### src/rtl/fb_pkg.sv
// Shared framebuffer constants, pixel/command types and the rectangle writer state set.
// Also imported by the display controller so both sides agree on geometry.
package fb_pkg;
  localparam int H_RES = 640;
  localparam int V_RES = 480;
  localparam int FB_AW = 19;
  localparam int FB_DW = 9;
  localparam int XW    = 10;
  localparam int YW    = 9;

  typedef struct packed {
    logic [2:0] r;
    logic [2:0] g;
    logic [2:0] b;
  } rgb333_t;

  typedef struct packed {
    logic [XW-1:0] x0;
    logic [YW-1:0] y0;
    logic [XW-1:0] x1;
    logic [YW-1:0] y1;
    rgb333_t       colour;
  } rect_cmd_t;

  typedef enum logic [1:0] {ST_IDLE, ST_SETUP, ST_WRITE, ST_FINISH} fb_state_e;

  // y*640 built from shifts: 640 = 512 + 128
  function automatic logic [FB_AW-1:0] row_base_of(input logic [YW-1:0] y);
    logic [FB_AW-1:0] yw;
    yw = FB_AW'(y);
    return (yw << 9) + (yw << 7);
  endfunction
endpackage

### src/rtl/fb_rect_writer_if.sv
// Command and video-RAM write bundle for fb_rect_writer.
// slave = the writer; master = command source plus RAM/arbiter side.
interface fb_rect_writer_if;
  import fb_pkg::*;

  logic             cmd_valid;
  logic             cmd_ready;
  logic [XW-1:0]    cmd_x0;
  logic [YW-1:0]    cmd_y0;
  logic [XW-1:0]    cmd_x1;
  logic [YW-1:0]    cmd_y1;
  logic [FB_DW-1:0] cmd_colour;
  logic             busy;
  logic             done;
  logic             wr_en;
  logic [FB_AW-1:0] wr_addr;
  logic [FB_DW-1:0] wr_data;
  logic             wr_ack;
  logic             vblank;

  modport slave (
    input  cmd_valid, cmd_x0, cmd_y0, cmd_x1, cmd_y1, cmd_colour, wr_ack, vblank,
    output cmd_ready, busy, done, wr_en, wr_addr, wr_data
  );

  modport master (
    output cmd_valid, cmd_x0, cmd_y0, cmd_x1, cmd_y1, cmd_colour, wr_ack, vblank,
    input  cmd_ready, busy, done, wr_en, wr_addr, wr_data
  );
endinterface

### src/rtl/fb_addr_gen.sv
// Raster walker for one rectangle: row_base/x/y registers with stride-add row stepping.
// x1_i/y1_i are expected already clamped to the visible area.
module fb_addr_gen
  import fb_pkg::*;
(
  input  logic             clk,
  input  logic             reset,
  input  logic             load_i,
  input  logic             advance_i,
  input  logic [XW-1:0]    x0_i,
  input  logic [YW-1:0]    y0_i,
  input  logic [XW-1:0]    x1_i,
  input  logic [YW-1:0]    y1_i,
  output logic [FB_AW-1:0] addr_o,
  output logic             last_o
);
  logic [FB_AW-1:0] row_base_q, row_base_d;
  logic [XW-1:0]    x_q, x_d;
  logic [YW-1:0]    y_q, y_d;

  always_ff @(posedge clk or negedge reset) begin
    if (!reset) begin
      row_base_q <= '0;
      x_q        <= '0;
      y_q        <= '0;
    end else begin
      row_base_q <= row_base_d;
      x_q        <= x_d;
      y_q        <= y_d;
    end
  end

  always_comb begin
    row_base_d = row_base_q;
    x_d        = x_q;
    y_d        = y_q;
    if (load_i) begin
      row_base_d = row_base_of(y0_i);
      x_d        = x0_i;
      y_d        = y0_i;
    end else if (advance_i) begin
      if (x_q < x1_i) begin
        x_d = x_q + XW'(1);
      end else if (y_q < y1_i) begin
        x_d        = x0_i;
        y_d        = y_q + YW'(1);
        row_base_d = row_base_q + FB_AW'(H_RES);
      end
    end
  end

  assign addr_o = row_base_q + FB_AW'(x_q);
  assign last_o = (x_q >= x1_i) && (y_q >= y1_i);
endmodule

### src/rtl/fb_rect_writer.sv
// Fills an axis-aligned RGB333 rectangle into the 640x480 video RAM, one pixel per acked write.
// Define FB_RECT_VBLANK_ONLY_EN to gate writes to vertical blank (tear-free updates).
module fb_rect_writer
  import fb_pkg::*;
(
  input  logic             clk,
  input  logic             reset,
  fb_rect_writer_if.slave  bus
);
  fb_state_e        state_q, state_d;
  rect_cmd_t        cmd_q, cmd_d;
  logic             live_q;
  logic [XW-1:0]    x1_clamp;
  logic [YW-1:0]    y1_clamp;
  logic             degenerate;
  logic             wr_en;
  logic             wr_fire;
  logic             load;
  logic             advance;
  logic             last;
  logic [FB_AW-1:0] addr;

  assign x1_clamp   = (cmd_q.x1 > XW'(H_RES - 1)) ? XW'(H_RES - 1) : cmd_q.x1;
  assign y1_clamp   = (cmd_q.y1 > YW'(V_RES - 1)) ? YW'(V_RES - 1) : cmd_q.y1;
  assign degenerate = (cmd_q.x0 > x1_clamp) || (cmd_q.y0 > y1_clamp);

`ifdef FB_RECT_VBLANK_ONLY_EN
  assign wr_en = (state_q == ST_WRITE) && bus.vblank;
`else
  logic unused_vblank;
  assign unused_vblank = bus.vblank;
  assign wr_en = (state_q == ST_WRITE);
`endif
  assign wr_fire = wr_en && bus.wr_ack;

  // live_q keeps cmd_ready low until the first edge after reset release
  always_ff @(posedge clk or negedge reset) begin
    if (!reset) begin
      state_q <= ST_IDLE;
      cmd_q   <= '0;
      live_q  <= 1'b0;
    end else begin
      state_q <= state_d;
      cmd_q   <= cmd_d;
      live_q  <= 1'b1;
    end
  end

  always_comb begin
    state_d = state_q;
    cmd_d   = cmd_q;
    load    = 1'b0;
    advance = 1'b0;
    case (state_q)
      ST_IDLE: begin
        if (bus.cmd_valid && live_q) begin
          cmd_d.x0     = bus.cmd_x0;
          cmd_d.y0     = bus.cmd_y0;
          cmd_d.x1     = bus.cmd_x1;
          cmd_d.y1     = bus.cmd_y1;
          cmd_d.colour = rgb333_t'(bus.cmd_colour);
          state_d      = ST_SETUP;
        end
      end
      ST_SETUP: begin
        if (degenerate) begin
          state_d = ST_FINISH;
        end else begin
          load    = 1'b1;
          state_d = ST_WRITE;
        end
      end
      ST_WRITE: begin
        if (wr_fire) begin
          advance = 1'b1;
          if (last) state_d = ST_FINISH;
        end
      end
      ST_FINISH: state_d = ST_IDLE;
      default:   state_d = ST_IDLE;
    endcase
  end

  fb_addr_gen u_addr_gen (
    .clk       (clk),
    .reset     (reset),
    .load_i    (load),
    .advance_i (advance),
    .x0_i      (cmd_q.x0),
    .y0_i      (cmd_q.y0),
    .x1_i      (x1_clamp),
    .y1_i      (y1_clamp),
    .addr_o    (addr),
    .last_o    (last)
  );

  assign bus.cmd_ready = live_q && (state_q == ST_IDLE);
  assign bus.busy      = (state_q != ST_IDLE);
  assign bus.done      = (state_q == ST_FINISH);
  assign bus.wr_en     = wr_en;
  assign bus.wr_addr   = addr;
  assign bus.wr_data   = cmd_q.colour;
endmodule

### src/flat_wrapper.sv
// flat-port wrapper written by rule: the top's interface ports become plain ports
module fb_rect_writer_flat import fb_pkg::*;
  (clk, reset, bus_cmd_valid, bus_cmd_x0, bus_cmd_y0, bus_cmd_x1, bus_cmd_y1, bus_cmd_colour, bus_wr_ack, bus_vblank, bus_cmd_ready, bus_busy, bus_done, bus_wr_en, bus_wr_addr, bus_wr_data);
  fb_rect_writer_if bus_i ();
  input  logic clk;
  input  logic reset;
  input wire logic [$bits(bus_i.cmd_valid)-1:0] bus_cmd_valid;
  input wire logic [$bits(bus_i.cmd_x0)-1:0] bus_cmd_x0;
  input wire logic [$bits(bus_i.cmd_y0)-1:0] bus_cmd_y0;
  input wire logic [$bits(bus_i.cmd_x1)-1:0] bus_cmd_x1;
  input wire logic [$bits(bus_i.cmd_y1)-1:0] bus_cmd_y1;
  input wire logic [$bits(bus_i.cmd_colour)-1:0] bus_cmd_colour;
  input wire logic [$bits(bus_i.wr_ack)-1:0] bus_wr_ack;
  input wire logic [$bits(bus_i.vblank)-1:0] bus_vblank;
  output wire logic [$bits(bus_i.cmd_ready)-1:0] bus_cmd_ready;
  output wire logic [$bits(bus_i.busy)-1:0] bus_busy;
  output wire logic [$bits(bus_i.done)-1:0] bus_done;
  output wire logic [$bits(bus_i.wr_en)-1:0] bus_wr_en;
  output wire logic [$bits(bus_i.wr_addr)-1:0] bus_wr_addr;
  output wire logic [$bits(bus_i.wr_data)-1:0] bus_wr_data;
  assign bus_i.cmd_valid = bus_cmd_valid;
  assign bus_i.cmd_x0 = bus_cmd_x0;
  assign bus_i.cmd_y0 = bus_cmd_y0;
  assign bus_i.cmd_x1 = bus_cmd_x1;
  assign bus_i.cmd_y1 = bus_cmd_y1;
  assign bus_i.cmd_colour = bus_cmd_colour;
  assign bus_i.wr_ack = bus_wr_ack;
  assign bus_i.vblank = bus_vblank;
  assign bus_cmd_ready = bus_i.cmd_ready;
  assign bus_busy = bus_i.busy;
  assign bus_done = bus_i.done;
  assign bus_wr_en = bus_i.wr_en;
  assign bus_wr_addr = bus_i.wr_addr;
  assign bus_wr_data = bus_i.wr_data;
  fb_rect_writer u_core (.clk(clk), .reset(reset), .bus(bus_i));
endmodule
### config.mk
export PLATFORM = sky130hd
export DESIGN_NAME = fb_rect_writer_flat
export DESIGN_NICKNAME = d
export VERILOG_FILES = /design/src/rtl/fb_pkg.sv /design/src/rtl/fb_rect_writer_if.sv /design/src/rtl/fb_addr_gen.sv /design/src/rtl/fb_rect_writer.sv /design/src/flat_wrapper.sv
export SDC_FILE = /design/constraint.sdc
export NUM_CORES = 1
export LEC_CHECK = 0
export CAP_MARGIN = 0
export CORE_ASPECT_RATIO = 0.75
export CORE_MARGIN = 2
export CORE_UTILIZATION = 53
export DETAILED_ROUTE_END_ITERATION = 12
export PLACE_DENSITY = 0.79
export SYNTH_ARGS = -nofsm -noshare
export SYNTH_HDL_FRONTEND = slang
export SYNTH_SLANG_ARGS = --single-unit
### constraint.sdc
create_clock -name clk -period 3.2 [get_ports clk]
set_input_delay 0.64 -clock clk [delete_from_list [all_inputs] [get_ports clk]]
set_output_delay 0.64 -clock clk [all_outputs]
set_load 0.05 [all_outputs]
==> metrics.csv, run 1 <==
metric,value,unit
fin_ws,158,ps
drc_errors,0,
grt_pass1_wl,20.7,mm
hold_viol,0,
status,"finished, final reports clean",
fill_cells,766,
tightest_slew,1030,ps
fp.dieH,91.5,µm
drive_gt1_share,17.6,%
diodes,0,
post-route-min-period,3040,ps
synth-warning-count,0,
via_count,4227,
synth_top_area_share,37.5,%
cts_num_sinks,81,
worstPathRequired,2560,ps
async_flop_share,100,%
skew,7.44,ps
synth_top_family_by_area,simple AND/OR/NAND/NOR gates,
grt_max_degree,82,
htree_levels,3,
core_area,0.00977,mm²
syn_area,0.00541,mm²
max-cap-violations,0,
synth_simple_gate_area_share,14.0,%
cts_buffers,9,
syn-num-nets,645,
viasPerCell,5.67,
multiInputGateArea,0.00310,mm²
cts_tree,built,
setup_viol,0,
holdBufCountCts,0,
port_buffers,82,
die_x,121,µm
synth_ff_type,dfrtp_1,
synth_adder_area_share,12.2,%
wl_per_cell,16.8,µm
drt_iter0_drc,314,
synth-xor-area-share,5.67,%
ff_latch_area,0.00203,mm²
start_util,55.3,%
ys_seq_elements,81,
grt_pass1_vias,4214,
syn_to_final_growth,22.4,%
grt_antenna_before_repair,0,
root_buffer,clkbuf_16,
grt_overflow,0,
grt_util_all_layers,23.6,%
post-cts-setup-buffers,0,
yosysSeqAreaShare,37.5,%
antenna_left,0,
synth_area_leaders,"dfrtp_1 38%, ha_1 12%, mux2_2 10%, xnor2_1 4.7%, a21oi_1 3.1%",
synth_compound_area_share,13.3,%
nNetsFinal,712,
synth_cell_types,64,
worst_skew_pair.late_latency,340,ps
cts_max_path_buffers,2,
synth_mux_area_share,11.6,%
start_kind,register,
fmax,329,MHz
slew_headroom,31.1,%
yosysTopAreaCell,dfrtp_1,
dieArea,0.0110,mm²
hold_class,input port to asynchronous set/reset pin,
yosys-top-cells-count,"81 x dfrtp_1, 51 x ha_1, 49 x mux2_2",
post-dp-hpwl,9.47,mm
clk_pin_slew,60,ps
synth-edff-count,0,
slew_viol_final,0,
worstSetupPathType,register to primary output,
ios,84,
wirelength,12.5,mm
critical_path_arrival,2400,ps
post-place-ws,176,ps
min_period_over_period,95.1,%
syn_inst,541,
endpoint_kind,primary output,
drtPass1Iterations,6,
avgSynthCellArea,9.99,µm²
gp_congestion,0.919,
synth.most_common_cell,dfrtp_1,
core.rowCount,31,
cp_max_fo,6,
[metrics by stage]
step	setup TNS (ps)	util, %	cell area (µm²)	instances	hold slack [ps]
floorplan	0	-	5410	541	344
global placement	0	64.6	6310	729	487
detailed placement	0	64.6	6310	729	488
CTS	0	67.4	6590	745	500
global route	-12.5	67.7	6610	745	524
finish	0	67.7	6610	745	449
[cell families after synthesis]
kind of cell	Yosys count
adders and majority gates	52
muxes	56
AOI/OAI and AO/OA	108
buffers and inverters	62
xor gates and xnor gates	35
other	1
DFF	81
and+or+nand+nor	146
[state kept, by name, summed over array words and instances (netlist names)]
register / count
u_core.u_addr_gen.row_base_q: 12
u_core.u_addr_gen.x_q: 10
u_core.bus.wr_data: 9
u_core.u_addr_gen.y_q: 9
u_core.live_q: 1
u_core.cmd_q: 38
u_core.state_q: 2
[cells in the final DEF, fill, tap and decap left out, types with 3 or more instances in the layout]
cell type        synthesis  layout
nor2b_1                  3       3
o21a_1                   4       4
nor3_2                   5       5
clkbuf_16                0       9
mux2i_1                  6       6
nor2_1                  42      41
a31oi_1                  6       6
a211oi_1                 3       3
nand2_1                 32      32
nor4_1                   4       4
nand3_1                 15      14
nand2b_1                 7       7
nand4_1                  6       6
o22ai_1                  9       8
clkinv_2                 0       3
o22a_1                   4       4
buf_12                   0       6
nor3_1                  10      10
xor2_1                   6       6
and3_1                   7       6
o21ai_1                  4       4
mux2_2                  49      49
dfrtp_1                 81      80
o211ai_1                 3       3
xnor2_1                 29      29
inv_1                   26      26
o21ai_0                 12      12
a2bb2oi_1                6       6
clkdlybuf4s50_1          0      72
a21oi_1                 34      33
ha_1                    51      51
buf_4                   12      14
[layout make-up]
type	instances	share of cell area [%]
multi-input cells	398	46.9
flip-flops and latches	81	30.7
repair buffers	92	14.3
clock buffers	9	3.41
well taps	132	2.50
inverters	26	1.48
clock inverters	7	0.719
[per-layer routing]
layer	up-vias	routed length, µm	GRT usage, %
li1	2059	-	-
met1	1989	5580	31.8
met3	20	1030	7.29
met2	159	5730	36.7
met4	0	193	6.49
met5	-	0	0
[worst max-delay path: stages (launching register included)]
cell,delay (ps)
dfrtp_2,450
ha_1,330
a21o_1,180
a21oi_2,90
nor2_2,140
and3_4,230
nand2_1,90
nor2_1,140
xor2_1,250
buf_12,170
[worst paths after layout]
kind	cells after the start	start	slack [ps]	to
max in group asynchronous	1	reset	2040	u_core.cmd_q[33]$_DFFE_PN0P_
worst max register to register	11	u_core.cmd_q[26]$_DFFE_PN0P_	220	u_core.u_addr_gen.row_base_q[17]$_DFFE_PN0P_
worst min-delay path	1	reset	450	u_core.u_addr_gen.row_base_q[13]$_DFFE_PN0P_
min in group clk	1	u_core.cmd_q[18]$_DFFE_PN0P_	500	u_core.cmd_q[18]$_DFFE_PN0P_
worst min register to register	1	u_core.cmd_q[18]$_DFFE_PN0P_	500	u_core.cmd_q[18]$_DFFE_PN0P_
worst max-delay path	9	u_core.u_addr_gen.x_q[8]$_DFFE_PN0P_	160	bus_wr_addr[17]
[timing repair]
item,4_1_cts,5_1_grt
gates resized for setup,2,5
pin swaps,0,1
endpoints found under the setup margin,1,11
Power of run 1 is left out: the tool's default activity adds up to more than one toggle a clock period on the data nets, which glitch-free logic cannot reach.
==> inputs of run 2 (changes only) <==
Settings changed: DONT_BUFFER_PORTS from default to 1, PLACE_DENSITY 0.79 to 0.68, REMOVE_ABC_BUFFERS from default to 1, TNS_END_PERCENT from default to 100.
==> run 2 against run 1 <==
Net effect: sequential share of layout area rose by 3.2 points; die area did not move; highest routed layer unchanged; clock-buffer cell count rose by 1.
==> metrics.csv, run 2 (synthesized netlist as in run 1, its figures left out) <==
metric,value,unit,change
nNetsFinal,653,,was 712
start_kind,register,,unchanged
post-dp-hpwl,8.83,mm,was 9.47 mm
clk_pin_slew,60,ps,about the same
drt_iter0_drc,144,,was 314
grt_util_all_layers,22.3,%,was 23.6%
die_x,121,µm,unchanged
grt_overflow,0,,unchanged
tightest_slew,653,ps,was 1030 ps
start_util,55.3,%,unchanged
via_count,4039,,was 4227
fin_ws,153,ps,was 158 ps
skew,8.55,ps,was 7.44 ps
top_register,u_core.cmd_q,,unchanged
status,"finished, final reports clean",,unchanged
hold_viol,0,,unchanged
fmax,328,MHz,was 329 MHz
post-place-ws,-34.8,ps,was 176 ps
worstSetupPathType,register to primary output,,unchanged
slew_headroom,56.5,%,was 31.1%
dieArea,0.0110,mm²,unchanged
worstPathRequired,2560,ps,about the same
grt_max_degree,82,,unchanged
hold_class,input port to asynchronous set/reset pin,,unchanged
syn_to_final_growth,10.9,%,was 22.4%
max-cap-violations,0,,unchanged
wl_per_cell,17.0,µm,was 16.8 µm
largestRegisters,"u_core.cmd_q x38, u_core.u_addr_gen.row_base_q x12, u_core.u_addr_gen.x_q x10",,unchanged
core.rowCount,31,,unchanged
root_buffer,clkbuf_16,,unchanged
grt_pass1_vias,3993,,was 4214
antenna_left,0,,unchanged
wirelength,11.7,mm,was 12.5 mm
port_buffers,0,,was 82
cp_max_fo,6,,unchanged
setup_viol,0,,unchanged
fp.dieH,91.5,µm,unchanged
cts_buffers,9,,unchanged
drc_errors,0,,unchanged
slew_viol_final,0,,unchanged
grt_antenna_before_repair,0,,unchanged
htree_levels,3,,unchanged
gp_congestion,0.837,,was 0.919
ios,84,,unchanged
viasPerCell,5.89,,was 5.67
cts_tree,built,,unchanged
grt_pass1_wl,19.5,mm,was 20.7 mm
drtPass1Iterations,5,,was 6
diodes,0,,unchanged
largest_reg_flops,38,,unchanged
placed_cell_area,0.00560,mm²,was 0.00631 mm²
endpoint_kind,primary output,,unchanged
final_common_cell,dfrtp_1,,unchanged
finalInstanceArea,0.00599,mm²,was 0.00661 mm²
drive_gt1_share,21.3,%,was 17.6%
layout_common_cells,"81 x dfrtp_1, 51 x ha_1, 49 x mux2_2, 42 x nor2_1, 33 x a21oi_1",,"was 80 x dfrtp_1, 72 x clkdlybuf4s50_1, 51 x ha_1, 49 x mux2_2, 41 x nor2_1"
cts_num_sinks,81,,unchanged
min_period_over_period,95.2,%,was 95.1%
post-route-min-period,3050,ps,was 3040 ps
worst_skew_pair.late_latency,340,ps,about the same
core_area,0.00977,mm²,unchanged
cts_max_path_buffers,2,,unchanged
critical_path_arrival,2410,ps,was 2400 ps
run 2: changes by cell type in the layout (fill, tap and decap cells not counted), moves of 2 or more:
cell / change
clkdlybuf4s50_1: -72
buf_12: -5
buf_4: +17
clkinv_2: -2
bufinv_16: +2
run 2: worst max-delay path: stages (launching register included):
cell     delay (ps)
dfrtp_1         460
ha_1            340
a21o_1          170
a21oi_2          80
nor2_1          200
and3_4          240
nand2_1          80
nor2_1          120
xor2_1          160
buf_4           220
run 2: repair_timing:
action | in CTS | in global routing
gates resized for setup | 1 | 2
setup buffers | 0 | 1
endpoints found under the setup margin | 8 | 6
hold endpoints to repair | 81 | 0
pin swaps | 0 | 1
hold buffers | 1 | 0
run 2: cell type report:
| cell class | instances | area [µm²] |
|---|---|---|
| clock buffer | 10 | 239 |
| clock inverter | 6 | 90.1 |
| fill | 862 | 3780 |
| inverter | 26 | 97.6 |
| multi-input combinational | 398 | 3090 |
| sequential | 81 | 2030 |
| tap | 132 | 165 |
| timing repair buffer | 33 | 280 |
run 2: worst paths after layout:
path	start	end	slack [ps]	cells past startpoint
setup / recovery	u_core.u_addr_gen.x_q[8]$_DFFE_PN0P_	bus_wr_addr[17]	150	9
hold / removal	reset	u_core.cmd_q[14]$_DFFE_PN0P_	160	1
setup reg to reg	u_core.cmd_q[26]$_DFFE_PN0P_	u_core.u_addr_gen.row_base_q[17]$_DFFE_PN0P_	180	11
hold reg to reg	u_core.cmd_q[18]$_DFFE_PN0P_	u_core.cmd_q[18]$_DFFE_PN0P_	500	1
max in group asynchronous	reset	u_core.cmd_q[32]$_DFFE_PN0P_	2650	1
min in group clk	bus_cmd_x0[5]	u_core.cmd_q[42]$_DFFE_PN0P_	440	1
run 2: routing by layer:
| layer | global-route usage [%] | vias to the layer above | wire length, µm |
|---|---|---|---|
| met5 | 0 | - | 0 |
| li1 | - | 1949 | - |
| met1 | 31.7 | 1952 | 5660 |
| met2 | 33.7 | 123 | 5190 |
| met3 | 5.65 | 15 | 685 |
| met4 | 6.40 | 0 | 149 |
run 2: metrics by stage:
step           hold slack (ps)  TNS [ps]  utilization, %  std cells
5_1_grt                    230     -46.8            61.3        686
3_3_place_gp               347         0            57.3        668
4_1_cts                    216         0            61.0        685
3_5_place_dp               347     -56.5            57.3        668
2_1_floorplan              344         0               -        505
6_report                   164         0            61.3        686
Power of run 2 is left out for the same reason.
==> inputs of run 3 (changes only) <==
Settings changed: CAP_MARGIN 0 to default.
==> results of run 3 <==
No change in the layout: final DEF, timing and power equal those of run 2.
Power of run 3 is left out for the same reason.
